### src/rtl/sub32_pkg.sv
// Shared types and lookahead helpers for the two-stage 32-bit subtractor.
// With SUB32_OVF_EN defined, the S1 payload also carries the operand sign bits.
package sub32_pkg;

  localparam int WIDTH = 32;
  localparam int HALF  = 16;

  typedef struct packed {
    logic [HALF-1:0] d_lo;
    logic            c16;
    logic [HALF-1:0] a_hi;
    logic [HALF-1:0] b_hi;
`ifdef SUB32_OVF_EN
    logic            a_sign;
    logic            b_sign;
`endif
  } s1_payload_t;

  // Group generate of a 4-bit block: a carry leaves the block regardless of carry-in.
  function automatic logic grp_gen(input logic [3:0] g, input logic [3:0] p);
    return g[3] | (p[3] & g[2]) | (p[3] & p[2] & g[1]) | (p[3] & p[2] & p[1] & g[0]);
  endfunction

  // Carries into positions 0..3 of a 4-wide block, all two-level from cin.
  function automatic logic [3:0] cla4_carries(input logic [3:0] g, input logic [3:0] p,
                                              input logic cin);
    logic [3:0] c;
    c[0] = cin;
    c[1] = g[0] | (p[0] & cin);
    c[2] = g[1] | (p[1] & g[0]) | (p[1] & p[0] & cin);
    c[3] = g[2] | (p[2] & g[1]) | (p[2] & p[1] & g[0]) | (p[2] & p[1] & p[0] & cin);
    return c;
  endfunction

endpackage

### src/rtl/sub_32bit_pipe_if.sv
// Streaming operand/result bundle for sub_32bit_pipe; slave is the subtractor side.
// The ovf signal exists only when SUB32_OVF_EN is defined.
interface sub_32bit_pipe_if;
  import sub32_pkg::*;

  logic             in_valid;
  logic             in_ready;
  logic [WIDTH-1:0] A;
  logic [WIDTH-1:0] B;
  logic             out_valid;
  logic             out_ready;
  logic [WIDTH-1:0] D;
  logic             bout;
  logic             zero;
`ifdef SUB32_OVF_EN
  logic             ovf;
`endif

  modport master (
`ifdef SUB32_OVF_EN
    input  ovf,
`endif
    output in_valid, A, B, out_ready,
    input  in_ready, out_valid, D, bout, zero
  );

  modport slave (
`ifdef SUB32_OVF_EN
    output ovf,
`endif
    input  in_valid, A, B, out_ready,
    output in_ready, out_valid, D, bout, zero
  );

endinterface

### src/rtl/sub_cla16.sv
// 16-bit carry-lookahead adder: four 4-bit generate/propagate groups joined by a
// second lookahead level. The parent feeds b inverted to subtract.
module sub_cla16
  import sub32_pkg::*;
(
  input  logic [HALF-1:0] a,
  input  logic [HALF-1:0] b,
  input  logic            cin,
  output logic [HALF-1:0] s,
  output logic            cout
);

  logic [HALF-1:0] g;
  logic [HALF-1:0] p;
  logic [HALF-1:0] c;
  logic [3:0]      gg;
  logic [3:0]      gp;
  logic [3:0]      gc;

  assign g = a & b;
  assign p = a ^ b;

  for (genvar k = 0; k < 4; k++) begin : g_grp
    assign gg[k]        = grp_gen(g[4*k +: 4], p[4*k +: 4]);
    assign gp[k]        = &p[4*k +: 4];
    assign c[4*k +: 4]  = cla4_carries(g[4*k +: 4], p[4*k +: 4], gc[k]);
  end

  // Same lookahead equations one level up, over the group G/P terms.
  assign gc   = cla4_carries(gg, gp, cin);
  assign cout = grp_gen(gg, gp) | (&gp & cin);
  assign s    = p ^ c;

endmodule

### src/rtl/sub_32bit_pipe.sv
// Two-stage pipelined 32-bit subtractor (D = A + ~B + 1) with valid/ready on both sides.
// Optional signed-overflow output under SUB32_OVF_EN.
module sub_32bit_pipe
  import sub32_pkg::HALF, sub32_pkg::s1_payload_t;
#(
  parameter int WIDTH = sub32_pkg::WIDTH
) (
  input logic             clk,
  input logic             rst_n,
  sub_32bit_pipe_if.slave bus
);

  s1_payload_t      s1_q;
  logic             v1_q;
  logic             v2_q;
  logic             s2_adv;
  logic             in_fire;
  logic [HALF-1:0]  b_lo_n;
  logic [HALF-1:0]  b_hi_n;
  logic [HALF-1:0]  lo_sum;
  logic [HALF-1:0]  hi_sum;
  logic             lo_cout;
  logic             hi_cout;
  logic [WIDTH-1:0] d_next;

  assign s2_adv        = v1_q && (!v2_q || bus.out_ready);
  assign bus.in_ready  = !v1_q || s2_adv;
  assign in_fire       = bus.in_valid && bus.in_ready;
  assign bus.out_valid = v2_q;

  assign b_lo_n = ~bus.B[HALF-1:0];
  assign b_hi_n = ~s1_q.b_hi;

  sub_cla16 u_lo (
    .a    (bus.A[HALF-1:0]),
    .b    (b_lo_n),
    .cin  (1'b1),
    .s    (lo_sum),
    .cout (lo_cout)
  );

  sub_cla16 u_hi (
    .a    (s1_q.a_hi),
    .b    (b_hi_n),
    .cin  (s1_q.c16),
    .s    (hi_sum),
    .cout (hi_cout)
  );

  assign d_next = {hi_sum, s1_q.d_lo};

  // NOTE: sequential state uses non-blocking assignments so every register samples
  // pre-edge values; blocking here would let v2 see the already-updated v1.
  always_ff @(posedge clk or negedge rst_n) begin
    if (!rst_n) begin
      v1_q <= 1'b0;
      v2_q <= 1'b0;
    end else begin
      if (in_fire)     v1_q <= 1'b1;
      else if (s2_adv) v1_q <= 1'b0;

      if (s2_adv)             v2_q <= 1'b1;
      else if (bus.out_ready) v2_q <= 1'b0;
    end
  end

  // NOTE: the S1 payload has no reset; v1 alone says whether it is meaningful, and
  // leaving the reset off keeps these flops plain enables.
  always_ff @(posedge clk) begin
    if (in_fire) begin
      s1_q.d_lo   <= lo_sum;
      s1_q.c16    <= lo_cout;
      s1_q.a_hi   <= bus.A[WIDTH-1:HALF];
      s1_q.b_hi   <= bus.B[WIDTH-1:HALF];
`ifdef SUB32_OVF_EN
      s1_q.a_sign <= bus.A[WIDTH-1];
      s1_q.b_sign <= bus.B[WIDTH-1];
`endif
    end
  end

  // Result registers load only when S1 advances, so they hold through backpressure.
  always_ff @(posedge clk or negedge rst_n) begin
    if (!rst_n) begin
      bus.D    <= '0;
      bus.bout <= 1'b0;
      bus.zero <= 1'b0;
`ifdef SUB32_OVF_EN
      bus.ovf  <= 1'b0;
`endif
    end else if (s2_adv) begin
      bus.D    <= d_next;
      bus.bout <= ~hi_cout;
      bus.zero <= (d_next == '0);
`ifdef SUB32_OVF_EN
      bus.ovf  <= (s1_q.a_sign != s1_q.b_sign) && (d_next[WIDTH-1] != s1_q.a_sign);
`endif
    end
  end

endmodule
### src/flat_wrapper.sv
// flat-port wrapper written by rule: the top's interface ports become plain ports
module sub_32bit_pipe_flat import sub32_pkg::HALF, sub32_pkg::s1_payload_t;
#(
  parameter int WIDTH = sub32_pkg::WIDTH
)
  (clk, rst_n, bus_in_valid, bus_A, bus_B, bus_out_ready, bus_in_ready, bus_out_valid, bus_D, bus_bout, bus_zero);
  sub_32bit_pipe_if bus_i ();
  input logic clk;
  input logic rst_n;
  input wire logic [$bits(bus_i.in_valid)-1:0] bus_in_valid;
  input wire logic [$bits(bus_i.A)-1:0] bus_A;
  input wire logic [$bits(bus_i.B)-1:0] bus_B;
  input wire logic [$bits(bus_i.out_ready)-1:0] bus_out_ready;
  output wire logic [$bits(bus_i.in_ready)-1:0] bus_in_ready;
  output wire logic [$bits(bus_i.out_valid)-1:0] bus_out_valid;
  output wire logic [$bits(bus_i.D)-1:0] bus_D;
  output wire logic [$bits(bus_i.bout)-1:0] bus_bout;
  output wire logic [$bits(bus_i.zero)-1:0] bus_zero;
  assign bus_i.in_valid = bus_in_valid;
  assign bus_i.A = bus_A;
  assign bus_i.B = bus_B;
  assign bus_i.out_ready = bus_out_ready;
  assign bus_in_ready = bus_i.in_ready;
  assign bus_out_valid = bus_i.out_valid;
  assign bus_D = bus_i.D;
  assign bus_bout = bus_i.bout;
  assign bus_zero = bus_i.zero;
  sub_32bit_pipe #(.WIDTH(WIDTH)) u_core (.clk(clk), .rst_n(rst_n), .bus(bus_i));
endmodule
### config.mk
export PLATFORM = sky130hd
export DESIGN_NAME = sub_32bit_pipe_flat
export DESIGN_NICKNAME = d
export VERILOG_FILES = /design/src/rtl/sub32_pkg.sv /design/src/rtl/sub_32bit_pipe_if.sv /design/src/rtl/sub_cla16.sv /design/src/rtl/sub_32bit_pipe.sv /design/src/flat_wrapper.sv
export SDC_FILE = /design/constraint.sdc
export NUM_CORES = 1
export LEC_CHECK = 0
export ABC_AREA = 1
export CORE_ASPECT_RATIO = 1.5
export CORE_MARGIN = 2
export CORE_UTILIZATION = 46
export CTS_BUF_LIST = sky130_fd_sc_hd__clkbuf_16
export CTS_CLUSTER_SIZE = 20
export DETAILED_ROUTE_END_ITERATION = 12
export PLACE_DENSITY = 0.75
export SLEW_MARGIN = 15
export SYNTH_ARGS = -nofsm -noshare
export SYNTH_HDL_FRONTEND = slang
export SYNTH_HIERARCHICAL = 1
export SYNTH_SLANG_ARGS = --single-unit
### constraint.sdc
create_clock -name clk -period 2.3 [get_ports clk]
set_clock_uncertainty 0.15 [all_clocks]
set_input_delay 0.23 -clock clk [delete_from_list [all_inputs] [get_ports clk]]
set_output_delay 0.23 -clock clk [all_outputs]
set_load 0.01 [all_outputs]
==> impl_metrics.ini, run 1 <==
[run_status]
outcome = finished with violations
violations = negative setup slack

[yosys]
synth_cell_type_count = 28
syn_area_um2 = 4705
synth_top_family_by_area = simple AND/OR/NAND/NOR gates
synthFlopType = edfxtp_1
avgSynthCellArea_um2 = 9.390
async_flop_share_pct = 42.35
synthSimpleGateAreaFrac_pct = 22.21
ys_seq_area_share_pct = 50.43
synthesis.instances = 501
yosysWarnings = 6
synth_compound_area_share_pct = 4.096
synth_edf_count = 49
synth.area.mux_share_pct = 0
ys_ff_latch = 85
synth_xor_area_share_pct = 2.606
synth_fa_ha_area_share_pct = 11.91

[flow_run]
drv_cap = 0

[worst_setup_path]
cp-start-kind = register
cpPeakStageDelay_ns = 0.40
worstPathCellList = inv_2 > ha_4 > or2_1 > nand3b_1 > nand2_2 > fa_1 > xor2_1 > nor2_1 > nand3_1 > nor2_1 > nand2_1 > o21bai_1
end_kind = register
crit_top_cell = nor2_1
critPathMaxFanout = 4
worstPathRequired_ns = 2.41
cp_slowest_cell = fa_1
setup.worst_path.class = reg -> reg
arrival_ns = 2.52

[sta]
relSlewSlack_pct = 44.53
rsz0062_at_grt = yes
worst_slew_pin_slew_ns = 0.8320
fmax_mhz = 414.8
final-setup-viol-count = 1
final.min_clock_period_ns = 2.411
finalHoldViolations = 0
drv_slew = 0
setup_tns_ns = -0.1109
holdWs_ns = 0.2968
worst_slack_ns = -0.1109
period_share_pct = 104.8

[global_routing]
grt_max_degree = 40
grt_pass1_wl_um = 16950
antenna_found_initial = 0
grt_pass1_vias = 3976
grt_overflow = 0
grt_usage_pct = 19.69

[power_and_ir_drop]
power.density_nw_per_um2 = 769.4
p_total_mw = 5.049
p_leak_nw = 3.200
ir_drop_mv = 0.3819

[floorplanning]
die_w_um = 86.57
design.core.area_um2 = 10020
placementRows = 45
start_util_pct = 46.94
io_pins = 104
design.die.area_um2 = 11070
chipHeight_um = 127.9

[detailed_routing]
num_vias = 3795
drc_errors = 0
wirelength_um = 10180
wl_per_cell_um = 13.04
firstDrtPassIters = 4
routed_via_density = 4.859
ant_nets = 0
drt-initial-drc-count = 142

[final_layout]
drive_above_1_share_pct = 16.27
mostFrequentLayoutCells = nand2_1, clkdlybuf4s50_1, inv_1
final_util_pct = 65.48
finalNonFillerCells = 781
final_common_cell = nand2_1
diodes = 0
final_nets = 767
fin_area_um2 = 6563
syn2layout_area_growth_pct = 39.49

[clock_network]
clkTransAtPathRegs_ns = 0.06
clock-sinks = 85
numCtsBuffers = 9
cts_max_level = 3
cts.path.max_buffers = 2
cts_tree = built
clkLatencyLatePin_ns = 0.33
root_buffer = clkbuf_16

[place]
hpwl_um = 7986
io_buffers = 103
place_area_um2 = 6180
gp_congestion = 0.8579
placedCellCount = 763
place_ws_ns = -0.2515

[min_path]
worstHoldPathType = in -> reg
-- state kept, by name, indices dropped and copies added (netlist names) --
name,cells
u_core/d_next,16
u_core/bus.D,32
u_core/s1_q,33
u_core/v1_q,1
u_core/bus.bout,1
u_core/bus.zero,1
u_core/bus.out_valid,1
-- cells by family (layout without fill, tap and decap cells) --
group / after synthesis / in the layout
AOI/OAI and AO/OA: 33 / 33
xor gates and xnor gates: 14 / 14
adders and majority gates: 40 / 40
buffers and inverters: 95 / 257
DFF: 85 / 85
other: 1 / 2
and+or+nand+nor: 233 / 233
-- final timing paths --
kind / from / end / slack (ns) / cells past startpoint
setup / recovery: u_core/s1_q[1] / u_core/bus.zero / -0.11 / 12
setup reg to reg: u_core/s1_q[1] / u_core/bus.zero / -0.11 / 12
max in group asynchronous: rst_n / u_core/bus.D[17] / 1.08 / 2
hold reg to reg: u_core/d_next[12] / u_core/bus.D[12] / 0.32 / 2
min in group asynchronous: rst_n / u_core/bus.D[2] / 0.39 / 2
hold / removal: bus_B[26] / u_core/s1_q[10] / 0.30 / 1
-- critical path: cells and delay by family, from the launching register on --
kind / cells / cell delay, ns
adder cells (fa/ha/maj): 2 / 0.60
AND/OR/NAND/NOR: 7 / 0.86
flip-flops: 1 / 0.37
buffers and inverters: 1 / 0.08
XOR/XNOR: 1 / 0.19
AO/OA/AOI/OAI: 1 / 0.11
-- area by class of cell --
type	instances	area, um2
inverters	89	339.1
clock inverters	7	27.53
repair buffers	152	1413
flip-flops and latches	85	2372
fillers	840	3460
multi-input cells	322	2039
clock buffers	9	225.2
well taps	117	146.4
-- routing by layer --
layer	share of wire (%)	global-route usage [%]	vias up
met3	4.2	3.735	19
met2	58	38.51	95
met5	0	0	-
met4	2.5	9.467	0
met1	36	19.03	1790
li1	-	-	1891
-- cells in the mapped netlist, types with 3 or more instances --
| cell | count | area (um2) |
|---|---|---|
| ha_1 | 32 | 400.4 |
| and2_1 | 4 | 25.02 |
| nand2_1 | 148 | 555.5 |
| dfrtp_1 | 36 | 900.9 |
| xnor2_1 | 4 | 35.03 |
| nand2_2 | 21 | 131.4 |
| nor2_1 | 22 | 82.58 |
| xor2_1 | 10 | 87.58 |
| nand2_4 | 3 | 33.78 |
| nor2_4 | 5 | 56.30 |
| nand3_1 | 22 | 110.1 |
| o21ai_1 | 10 | 50.05 |
| inv_1 | 87 | 326.6 |
| buf_6 | 3 | 33.78 |
| a221oi_1 | 4 | 35.03 |
| fa_1 | 8 | 160.2 |
| a21oi_1 | 14 | 70.07 |
| o21bai_1 | 5 | 37.54 |
| edfxtp_1 | 49 | 1471 |
-- power by group --
part,internal [mW],switching [mW],total [mW]
clock,0.705,0.533,1.24
combinational,0.883,0.810,1.69
sequential,1.94,0.179,2.12
total,3.53,1.52,5.05
-- timing repair --
action / CTS / global route
setup endpoints to repair: 3 / 5
pin swaps: 9 / 5
hold buffers: 1 / 0
gates cloned: 0 / 0
gates resized for setup: 13 / 6
hold endpoints to repair: 36 / 0
setup buffers: 1 / 0
(Power assumes the default switching activity.)
==> inputs of run 2 (changes only) <==
--- a/config.mk
+++ b/config.mk
@@ -13,6 +13,7 @@
 export CTS_CLUSTER_SIZE = 20
 export DETAILED_ROUTE_END_ITERATION = 12
 export PLACE_DENSITY = 0.75
+export SKIP_LAST_GASP = 1
 export SLEW_MARGIN = 15
 export SYNTH_ARGS = -nofsm -noshare
 export SYNTH_HDL_FRONTEND = slang
==> run 2 against run 1 <==
Compared with the run above: the flow still finishes with violations (negative setup slack); largest power group unchanged; combinational power about the same; sequential share of layout area barely moved; critical path type unchanged; clock power barely moved; total power is 0.21% lower; highest routed layer unchanged; clock-buffer cell count unchanged; global-route usage unchanged.
==> impl_metrics.ini, run 2 (same netlist as run 1, synthesis figures left out) <==
[final_layout]
fin_area_um2 = 6555
final_common_cell = nand2_1
largest_reg_flops = 33
final_nets = 767
drive_above_1_share_pct = 15.96
diodes = 0
mostFrequentLayoutCells = nand2_1, clkdlybuf4s50_1, inv_1
fillers = 840
finalNonFillerCells = 781
syn2layout_area_growth_pct = 39.34
regMostFlops = u_core/s1_q

[floorplanning]
design.die.area_um2 = 11070
chipHeight_um = 127.9
placementRows = 45
start_util_pct = 46.94
io_pins = 104
die_w_um = 86.57
design.core.area_um2 = 10020

[sta]
fmax_mhz = 414.8
worst_slew_pin_slew_ns = 0.8311
final.min_clock_period_ns = 2.411
worst_slack_ns = -0.1107
period_share_pct = 104.8
setup_tns_ns = -0.1107
drv_slew = 0
final-setup-viol-count = 1
rsz0062_at_grt = yes
finalHoldViolations = 0
relSlewSlack_pct = 44.59

[clock_network]
cts_max_level = 3
numCtsBuffers = 9
clkLatencyLatePin_ns = 0.33
cts_tree = built
cts.path.max_buffers = 2
root_buffer = clkbuf_16
clock-sinks = 85
clkTransAtPathRegs_ns = 0.06

[power_and_ir_drop]
power.density_nw_per_um2 = 768.7
netSwitchingFraction_pct = 30.13
p_leak_nw = 3.198
p_comb_share_pct = 33.4
p_int_mw = 3.520
power.share.clock_pct = 24.6
p_total_mw = 5.039
ir_drop_mv = 0.3819
switchingPower_mw = 1.518
seq_power_share_pct = 42.0

[place]
hpwl_um = 7986
io_buffers = 103
placedCellCount = 763
place_area_um2 = 6180
place_ws_ns = -0.2515
gp_congestion = 0.8579

[detailed_routing]
wl_per_cell_um = 13.03
num_vias = 3799
drc_errors = 0
wirelength_um = 10180
routed_via_density = 4.864
drt-initial-drc-count = 139
firstDrtPassIters = 4
ant_nets = 0

[flow_run]
drv_cap = 0

[global_routing]
grt_overflow = 0
antenna_found_initial = 0
grt_pass1_vias = 3976
grt_pass1_wl_um = 16950
grt_usage_pct = 19.69
grt_max_degree = 40

[min_path]
worstHoldPathType = in -> reg

[worst_setup_path]
arrival_ns = 2.52
critPathMaxFanout = 4
setup.worst_path.class = reg -> reg
cp-start-kind = register
end_kind = register
worstPathRequired_ns = 2.41

[run_status]
violations = negative setup slack
outcome = finished with violations
-- run 2: cell count changes in the layout (fill, tap and decap cells not counted) --
cell / change
o21ai_2: -1
buf_6: -1
inv_1: +1
o21ai_1: +1
inv_2: -1
buf_4: +1
-- run 2: area by class of cell --
class	count	area [um2]	area share (%)
inverters	89	339.1	5.173
clock buffers	9	225.2	3.436
well taps	117	146.4	2.233
clock inverters	7	27.53	0.4199
multi-input cells	322	2036	31.06
repair buffers	152	1409	21.49
flip-flops and latches	85	2372	36.19
-- run 2: path summary, 6_finish.rpt --
| kind | startpoint | endpoint | slack (ns) | depth (start not counted) |
|---|---|---|---|---|
| max | u_core/s1_q[1] | u_core/bus.zero | -0.11 | 12 |
| min | bus_B[26] | u_core/s1_q[10] | 0.30 | 1 |
| max reg2reg | u_core/s1_q[1] | u_core/bus.zero | -0.11 | 12 |
| min reg2reg | u_core/d_next[12] | u_core/bus.D[12] | 0.32 | 2 |
| max in group asynchronous | rst_n | u_core/bus.D[17] | 1.08 | 2 |
| min in group asynchronous | rst_n | u_core/bus.D[2] | 0.39 | 2 |
-- run 2: power groups by stage --
stage | sequential [mW] | clock, mW | combinational, mW
after floorplan | 2.20 | 0 | 0.737
after global placement | 2.14 | 0 | 1.60
after detailed placement | 2.14 | 0 | 1.65
after CTS | 2.12 | 1.27 | 1.69
after global routing | 2.15 | 1.34 | 1.86
final | 2.12 | 1.24 | 1.68
-- run 2: per-stage QoR --
step,hold WS [ns],util (%)
2_1_floorplan,-0.2156,-
3_3_place_gp,0.2171,61.66
3_5_place_dp,0.2274,61.66
4_1_cts,0.2799,65.22
5_1_grt,0.2852,65.41
6_report,0.2968,65.41
-- run 2: what timing repair did --
item | CTS | global route
cloned | 0 | 0
pin swaps | 9 | 5
endpoints found under the hold margin | 36 | 0
resized for setup | 13 | 3
buffers inserted | 1 | 0
endpoints found under the setup margin | 3 | 5
hold buffers | 1 | 0
-- run 2: per-layer routing --
layer,track usage (%),wire length (um)
met3,3.735,429
met4,9.467,257
met1,19.03,3636
met5,0,0
met2,38.51,5855
-- run 2: critical path, stage by stage, from the launching register on --
cell,delay (ns)
edfxtp_1,0.37
inv_2,0.08
ha_4,0.20
or2_1,0.22
nand3b_1,0.10
nand2_2,0.11
fa_1,0.40
xor2_1,0.19
nor2_1,0.11
nand3_1,0.07
nor2_1,0.18
nand2_1,0.07
o21bai_1,0.11
